[config.mk]
export PLATFORM = sky130hd
export DESIGN_NAME = reg_status_file
export DESIGN_NICKNAME = d
export VERILOG_FILES = /design/src/rtl/reg_status_file.sv
export SDC_FILE = /design/constraint.sdc
export NUM_CORES = 2
export LEC_CHECK = 0
export CELL_PAD_IN_SITES_DETAIL_PLACEMENT = 1
export CELL_PAD_IN_SITES_GLOBAL_PLACEMENT = 1
export CORE_ASPECT_RATIO = 0.5
export CORE_MARGIN = 2
export CORE_UTILIZATION = 56
export CTS_CLUSTER_DIAMETER = 50
export DETAILED_ROUTE_END_ITERATION = 10
export PLACE_DENSITY_LB_ADDON = 0.1
export SLEW_MARGIN = 10
export SYNTH_ARGS = -nofsm -noshare
export SYNTH_HDL_FRONTEND = slang
export SYNTH_SLANG_ARGS = --single-unit
[constraint.sdc]
create_clock -name clk -period 88.2 [get_ports clk]
set_input_delay 17.64 -clock clk [delete_from_list [all_inputs] [get_ports clk]]
set_output_delay 17.64 -clock clk [all_outputs]
set_load 0.1 [all_outputs]
[src/rtl/reg_status_file.sv]
// Architectural register file with a per-register rename-tag table.
// Combinational source-operand reads with commit bypass; commit, rename and flush update on posedge.
module reg_status_file #(
    parameter int unsigned      DATA_W   = 32,
    parameter int unsigned      REG_W    = 5,
    parameter int unsigned      TAG_W    = 4,
    parameter logic [TAG_W-1:0] TAG_FREE = {1'b1, {(TAG_W-1){1'b0}}}
) (
    input  logic              clk,
    input  logic              rst,
    input  logic [REG_W-1:0]  rs1_name,
    input  logic [REG_W-1:0]  rs2_name,
    output logic [TAG_W-1:0]  rs1_tag,
    output logic [DATA_W-1:0] rs1_data,
    output logic [TAG_W-1:0]  rs2_tag,
    output logic [DATA_W-1:0] rs2_data,
    input  logic              rename_en,
    input  logic [REG_W-1:0]  rename_reg,
    input  logic [TAG_W-1:0]  rename_tag,
    input  logic              commit_en,
    input  logic [REG_W-1:0]  commit_reg,
    input  logic [DATA_W-1:0] commit_data,
    input  logic [TAG_W-1:0]  commit_tag,
    input  logic              flush
);

    localparam int unsigned NUM_REGS = 2 ** REG_W;

    logic [DATA_W-1:0] data_q [NUM_REGS];
    logic [TAG_W-1:0]  tag_q  [NUM_REGS];

    logic commit_ok;
    logic rename_ok;

    assign commit_ok = commit_en && (commit_reg != '0);
    assign rename_ok = rename_en && (rename_reg != '0) && !flush;

    // Later assignments win: rename overrides commit's tag clear, flush overrides both.
    always_ff @(posedge clk or posedge rst) begin
        if (rst) begin
            for (int i = 0; i < NUM_REGS; i++) begin
                data_q[i] <= '0;
                tag_q[i]  <= TAG_FREE;
            end
        end else begin
            if (commit_ok) begin
                data_q[commit_reg] <= commit_data;
                if (tag_q[commit_reg] == commit_tag) begin
                    tag_q[commit_reg] <= TAG_FREE;
                end
            end
            if (rename_ok) begin
                tag_q[rename_reg] <= rename_tag;
            end
            if (flush) begin
                for (int i = 0; i < NUM_REGS; i++) begin
                    tag_q[i] <= TAG_FREE;
                end
            end
        end
    end

    // A same-cycle commit resolves the operand when it is the pending producer, or when
    // nothing is pending (the register is about to hold commit_data). A same-cycle
    // rename is deliberately invisible here.
    function automatic logic [TAG_W+DATA_W-1:0] read_port(
        input logic [REG_W-1:0]  name,
        input logic [TAG_W-1:0]  cur_tag,
        input logic [DATA_W-1:0] cur_data
    );
        logic [TAG_W-1:0]  tag;
        logic [DATA_W-1:0] data;
        logic              hit;
        tag  = TAG_FREE;
        data = '0;
        hit  = commit_en && (commit_reg == name);
        if (name != '0) begin
            if (hit && ((commit_tag == cur_tag) || (cur_tag == TAG_FREE))) begin
                tag  = TAG_FREE;
                data = commit_data;
            end else begin
                tag  = cur_tag;
                data = (cur_tag == TAG_FREE) ? cur_data : '0;
            end
        end
        return {tag, data};
    endfunction

    assign {rs1_tag, rs1_data} = read_port(rs1_name, tag_q[rs1_name], data_q[rs1_name]);
    assign {rs2_tag, rs2_data} = read_port(rs2_name, tag_q[rs2_name], data_q[rs2_name]);

endmodule

# Yosys cells after proc, flatten, opt, wreduce, memory -nomap -nowiden
# Cells that the tools add are included.
[totals]
reg_bits = 1152
wordCells = 137
in_bits = 65
out_inout_bits = 72
[classes]
n_eq_ne = 7
magnitude_cmp = 6
bitwise = 7
n_reduce_logical = 16
muxes = 37
[op_table]
columns = ["op", "count"]
rows = [
  ["$bwmux 1024", 1],
  ["$mux 128", 4],
  ["$mux 32", 11],
  ["$bmux 32 s5", 2],
  ["$demux 32 s5", 1],
  ["$bwmux 128", 1],
  ["$and 96x96->96", 1],
  ["$not 96->96", 1],
  ["$bmux 4 s5", 3],
  ["$mux 4", 12],
  ["$demux 4 s5", 2],
  ["$or 32x32->32", 1],
  ["$ge 6x6->1 const B", 4],
  ["$not 5->6", 4],
  ["$reduce_bool 5->1", 4],
  ["$eq 4x4->1", 3],
  ["$lt 6x1->1 const B", 2],
  ["$eq 5x5->1", 2],
  ["$logic_and 1x1->1", 9],
  ["$eq 4x4->1 const B", 2],
  ["$logic_or 1x1->1", 2],
  ["$logic_not 1->1", 1],
]

# Longest topological paths before layout
[logic_depth]
depth_word = 12
mapped_depth = 13
depth_no_buf = 7

# Worst setup path before layout
# Ideal clock, no wire load.
[synth_path]
kind = "input port to output port"
start = "input rs2_name[2]"
end = "output rs2_tag[0]"
setup_slack_ns = 48.829
arrival_time_ns = 21.731
cell_stages = 9
n_path_buf = 2
path_cell_list = "buf_2 -> clkbuf_1 -> mux4_2 -> mux4_2 -> mux2_2 -> xnor2_1 -> nand2_1 -> nor3_1 -> nor3b_1"
[synth_between]
elab_chain_len = 9
word_cells_on_any_way = 13
classes_between = "eq/ne: 3; mux: 5; bitwise: 1; reduce/logical: 4"
[synth_lines]
columns = ["item", "line_no", "rtl"]
rows = [
  ["from (decl)", "12", "input logic [REG_W-1:0] rs2_name,"],
  ["$not 5->6 (not written as such)", "90", "assign {rs2_tag, rs2_data} = read_port(rs2_name, tag_q[rs2_name], data_q[rs2_name]);"],
  ["$bmux 4 s5", "90", ""],
  ["$mux 4 (not written as such) (2 in series)", "90", ""],
  ["$eq 4x4->1", "78", "if (hit && ((commit_tag == cur_tag) || (cur_tag == TAG_FREE))) begin"],
  ["$logic_or 1x1->1", "78", ""],
  ["$logic_and 1x1->1", "78", ""],
  ["$mux 4", "78", ""],
  ["$mux 4 *", "77", "if (name != '0) begin"],
  ["to (decl)", "15", "output logic [TAG_W-1:0] rs2_tag,"],
]
# Mark *: on every way between the ends. The rest lies on a longest branch, timed or not. The select of a mux whose other input is x is not followed.

# Final worst setup path
[layout_path]
start = "input rs1_name[2]"
end = "output rs1_data[6]"
[layout_between]
elab_chain_len = 9
word_cells_on_any_way = 17
classes_between = "eq/ne: 3; mux: 9; bitwise: 1; reduce/logical: 4"
[layout_lines]
columns = ["item", "line_no", "rtl"]
rows = [
  ["from (decl)", "11", "input logic [REG_W-1:0] rs1_name,"],
  ["$not 5->6 (not written as such)", "89", "assign {rs1_tag, rs1_data} = read_port(rs1_name, tag_q[rs1_name], data_q[rs1_name]);"],
  ["$bmux 4 s5", "89", ""],
  ["$mux 4 (not written as such) (2 in series)", "89", ""],
  ["$eq 4x4->1 (on tied branches)", "78, 83", ""],
  ["$logic_or 1x1->1", "78", ""],
  ["$logic_and 1x1->1", "78", ""],
  ["$mux 32", "78", ""],
  ["$mux 32 *", "77", ""],
  ["to (decl)", "14", "output logic [DATA_W-1:0] rs1_data,"],
]
# Marks and branches as above.

==> results_dict.tcl <==
set metrics [dict create \
    run_status "completed" \
    finalHoldViolCount 0 \
    minimum_period_implied_by_the_final_worst_setup_slack_ps 41140 \
    vdd.ir_drop.worst_mv 0.01532 \
    final.setup_skew_ps 35.42 \
    power.share.clock_pct 32.5 \
    ant_nets 0 \
    ys_top_cells_by_area "dfrtp_1 43%, mux4_2 23%, mux2_2 7.3%, o21ai_0 4.7%, nand2_1 4.0%" \
    tritoncts "done" \
    hold_path.class "reg -> reg" \
    p_per_area_mw_per_mm2 22.36 \
    drt_first_iter_violations 5705 \
    seq_area_frac_synth_pct 44.79 \
    critPathArrivalTime_ps 23500 \
    synthFlopType "dfrtp_1" \
    detail_route.vias_per_cell 7.385 \
    count_of_fill_cells_added_during_filler_insertion 10960 \
    combinationalPowerShare_pct 22.5 \
    finalMaxSlewViolations 0 \
    buffer_ports.inserted 136 \
    grt_pass1_vias 52580 \
    grt_max_degree 172 \
    cp.required_ps 70560 \
    cts.htree.levels 3 \
    p_switching_mw 0.4878 \
    cts_root_buffer "clkbuf_16" \
    netSwitchingFraction_pct 31.10 \
    netlist_instances 5283 \
    fp-row-count 87 \
    max_slew.worst_pin.slew_ps 1351 \
    internal-power_mw 1.081 \
    timing.final.setup_violations 0 \
    p_leak_nw 29.32 \
    detail_route.first_pass.iterations 6 \
    maxCapViolCount 0 \
    max-slew-margin-rel_pct 9.906 \
    final_util_pct 61.83 \
    worst_skew_pair.late_latency_ps 750 \
    post_cts.resized_instances 0 \
    worst-path-max-fanout 86 \
    clkSinkCount 1152 \
    synth-seq-cells 1152 \
    ys_async_sr_fraction_pct 100.0 \
    post-cts-setup-buffer-count 0 \
    total_cts_buffers 108 \
    drc 0 \
    routabilityCongestion 0.9787 \
    die_area_sq_mm 0.1180 \
    total_wirelength_of_the_detailed_routed_design_microns 233400 \
    kind_of_start_point_of_the_critical_path "input port" \
    initial_utilization_pct 56.82 \
    synth_top_area_share_pct 43.48 \
    die_height_microns 243.9 \
    grt_use_total_pct 40.08 \
    cts-hold-fix-buffers 0 \
    via_count 49100 \
    synth.lib_cells_used.distinct 50 \
    rsz0062_at_grt "false" \
    timing.setup.critical_path_class "in -> out" \
    share_seq_of_total_power_pct 45.0 \
    avg_wl_per_cell_microns 35.11 \
    synth_largest_area_cell "dfrtp_1" \
    grt_first_pass_wirelength_microns 349900 \
    antenna_found_initial 8 \
    min_period_over_period_pct 46.64 \
    floorplan.io_pins 137 \
    area_growth_syn_to_fin_pct 8.815 \
    finish.net_count 5103 \
    die_width_microns 483.8 \
    ys.warnings.count 0 \
    place.detailed.hpwl_microns 133800 \
    critPathCaptureType "output port" \
    clk_path_buf_depth 3 \
    drive_above_1_share_pct 28.16 \
    mostFrequentLayoutCell "dfrtp_1" \
    syn_nets 5348 \
    worst_setup_hold_path_clk_slew_ps 60 \
    layout_common_cells "1120 x dfrtp_1, 671 x nand2_1, 648 x mux4_2" \
    synth_enable_flop_cells 0 \
    post_synth_instance_area_sq_mm 0.06445 \
    core_area_sq_mm 0.1134 \
    maxClockFrequency_mhz 24.31 \
    avgSynthCellArea_sq_um 12.20 \
    setup_tns_ps 0 \
    global_route.overflow_total 0 \
]
## cell type report
cell class	instances	area, sq um	area share, %
clock inverters	50	634.4	0.9045
multi-input cells	3503	33310	47.50
well taps	1513	1893	2.699
clock buffers	153	3133	4.467
diodes	4	10.01	0.01427
repair buffers	236	2138	3.049
inverters	37	147.6	0.2105
flip-flops and latches	1152	28870	41.16
## state kept, by name (all words and copies together), names as in the netlist
signal,cells
data_q,1024
tag_q,128
## cells in the mapped netlist, drive strengths merged, types with 14 or more instances
master,count
dfrtp,1120
nand2,684
mux4,648
o21ai,640
clkbuf,440
mux2,419
a22oi,165
mux2i,163
buf,151
a21oi,94
o22ai,94
nand3b,79
nor2,79
nor2b,78
a211oi,66
nor3,55
inv,37
nand2b,36
a21o,32
dfstp,32
o41a,27
and3,16
o32ai,16
and2,14
nand3,14
## per-stage QoR
stage | std cells | power [mW] | setup slack (ps) | hold slack (ps) | instance area [sq um]
2_1_floorplan | 5283 | 0.9508 | 38170 | 441.3 | 64450
3_3_place_gp | 6441 | 1.027 | 47310 | 376.4 | 66360
3_5_place_dp | 6441 | 1.057 | 47300 | 384.1 | 66360
4_1_cts | 6644 | 1.567 | 47310 | 400.0 | 70130
5_1_grt | 6645 | 1.628 | 47040 | 412.0 | 70130
6_report | 6648 | 1.568 | 47060 | 400.1 | 70140
## path summary, 6_finish.rpt
| kind | start | to | slack, ps | cells after the start |
|---|---|---|---|---|
| worst max register to register | tag_q[88]$_DFF_PP0_ | tag_q[76]$_DFF_PP0_ | 84700 | 8 |
| worst min register to register | data_q[1022]$_DFFE_PP0P_ | data_q[1022]$_DFFE_PP0P_ | 400 | 0 |
| worst min-delay path | data_q[1022]$_DFFE_PP0P_ | data_q[1022]$_DFFE_PP0P_ | 400 | 0 |
| worst max-delay path | rs1_name[2] | rs1_data[6] | 47060 | 11 |
| max in group asynchronous | rst | data_q[1019]$_DFFE_PP0P_ | 66960 | 6 |
| min in group asynchronous | rst | data_q[933]$_DFFE_PP0P_ | 17420 | 2 |
## worst max-delay path, stage by stage
cell,delay (ps)
buf_8,590
buf_4,880
nor2b_1,340
a22oi_1,260
a21oi_1,110
nor4_2,920
xnor2_1,210
nand4_1,160
buf_4,300
o21ai_1,400
clkdlybuf4s50_1,1220
## per-layer routing
metal	vias up	global-route usage [%]	wire length (microns)
li1	19380	-	-
met1	26240	55.35	91220
met2	2784	60.76	105600
met3	689	9.491	24380
met4	2	18.64	12160
met5	-	0	13
## power groups by stage
stage / Sequential (mW) / Clock [mW] / Combinational, mW
detailed placement: 0.710 / 0 / 0.348
finish: 0.706 / 0.509 / 0.354
CTS: 0.703 / 0.512 / 0.352
global placement: 0.696 / 0 / 0.332
floorplan: 0.681 / 0 / 0.270
global route: 0.716 / 0.534 / 0.377
## kinds of logic after synthesis
| logic type | synth area share, % |
|---|---|
| multiplexers | 32.49 |
| AO/OA/AOI/OAI | 10.73 |
| flip-flops | 44.79 |
| AND/OR/NAND/NOR | 7.746 |
| buffers and inverters | 3.962 |
| XOR/XNOR | 0.2853 |
Note: power is estimated with default switching activity, not from simulation.
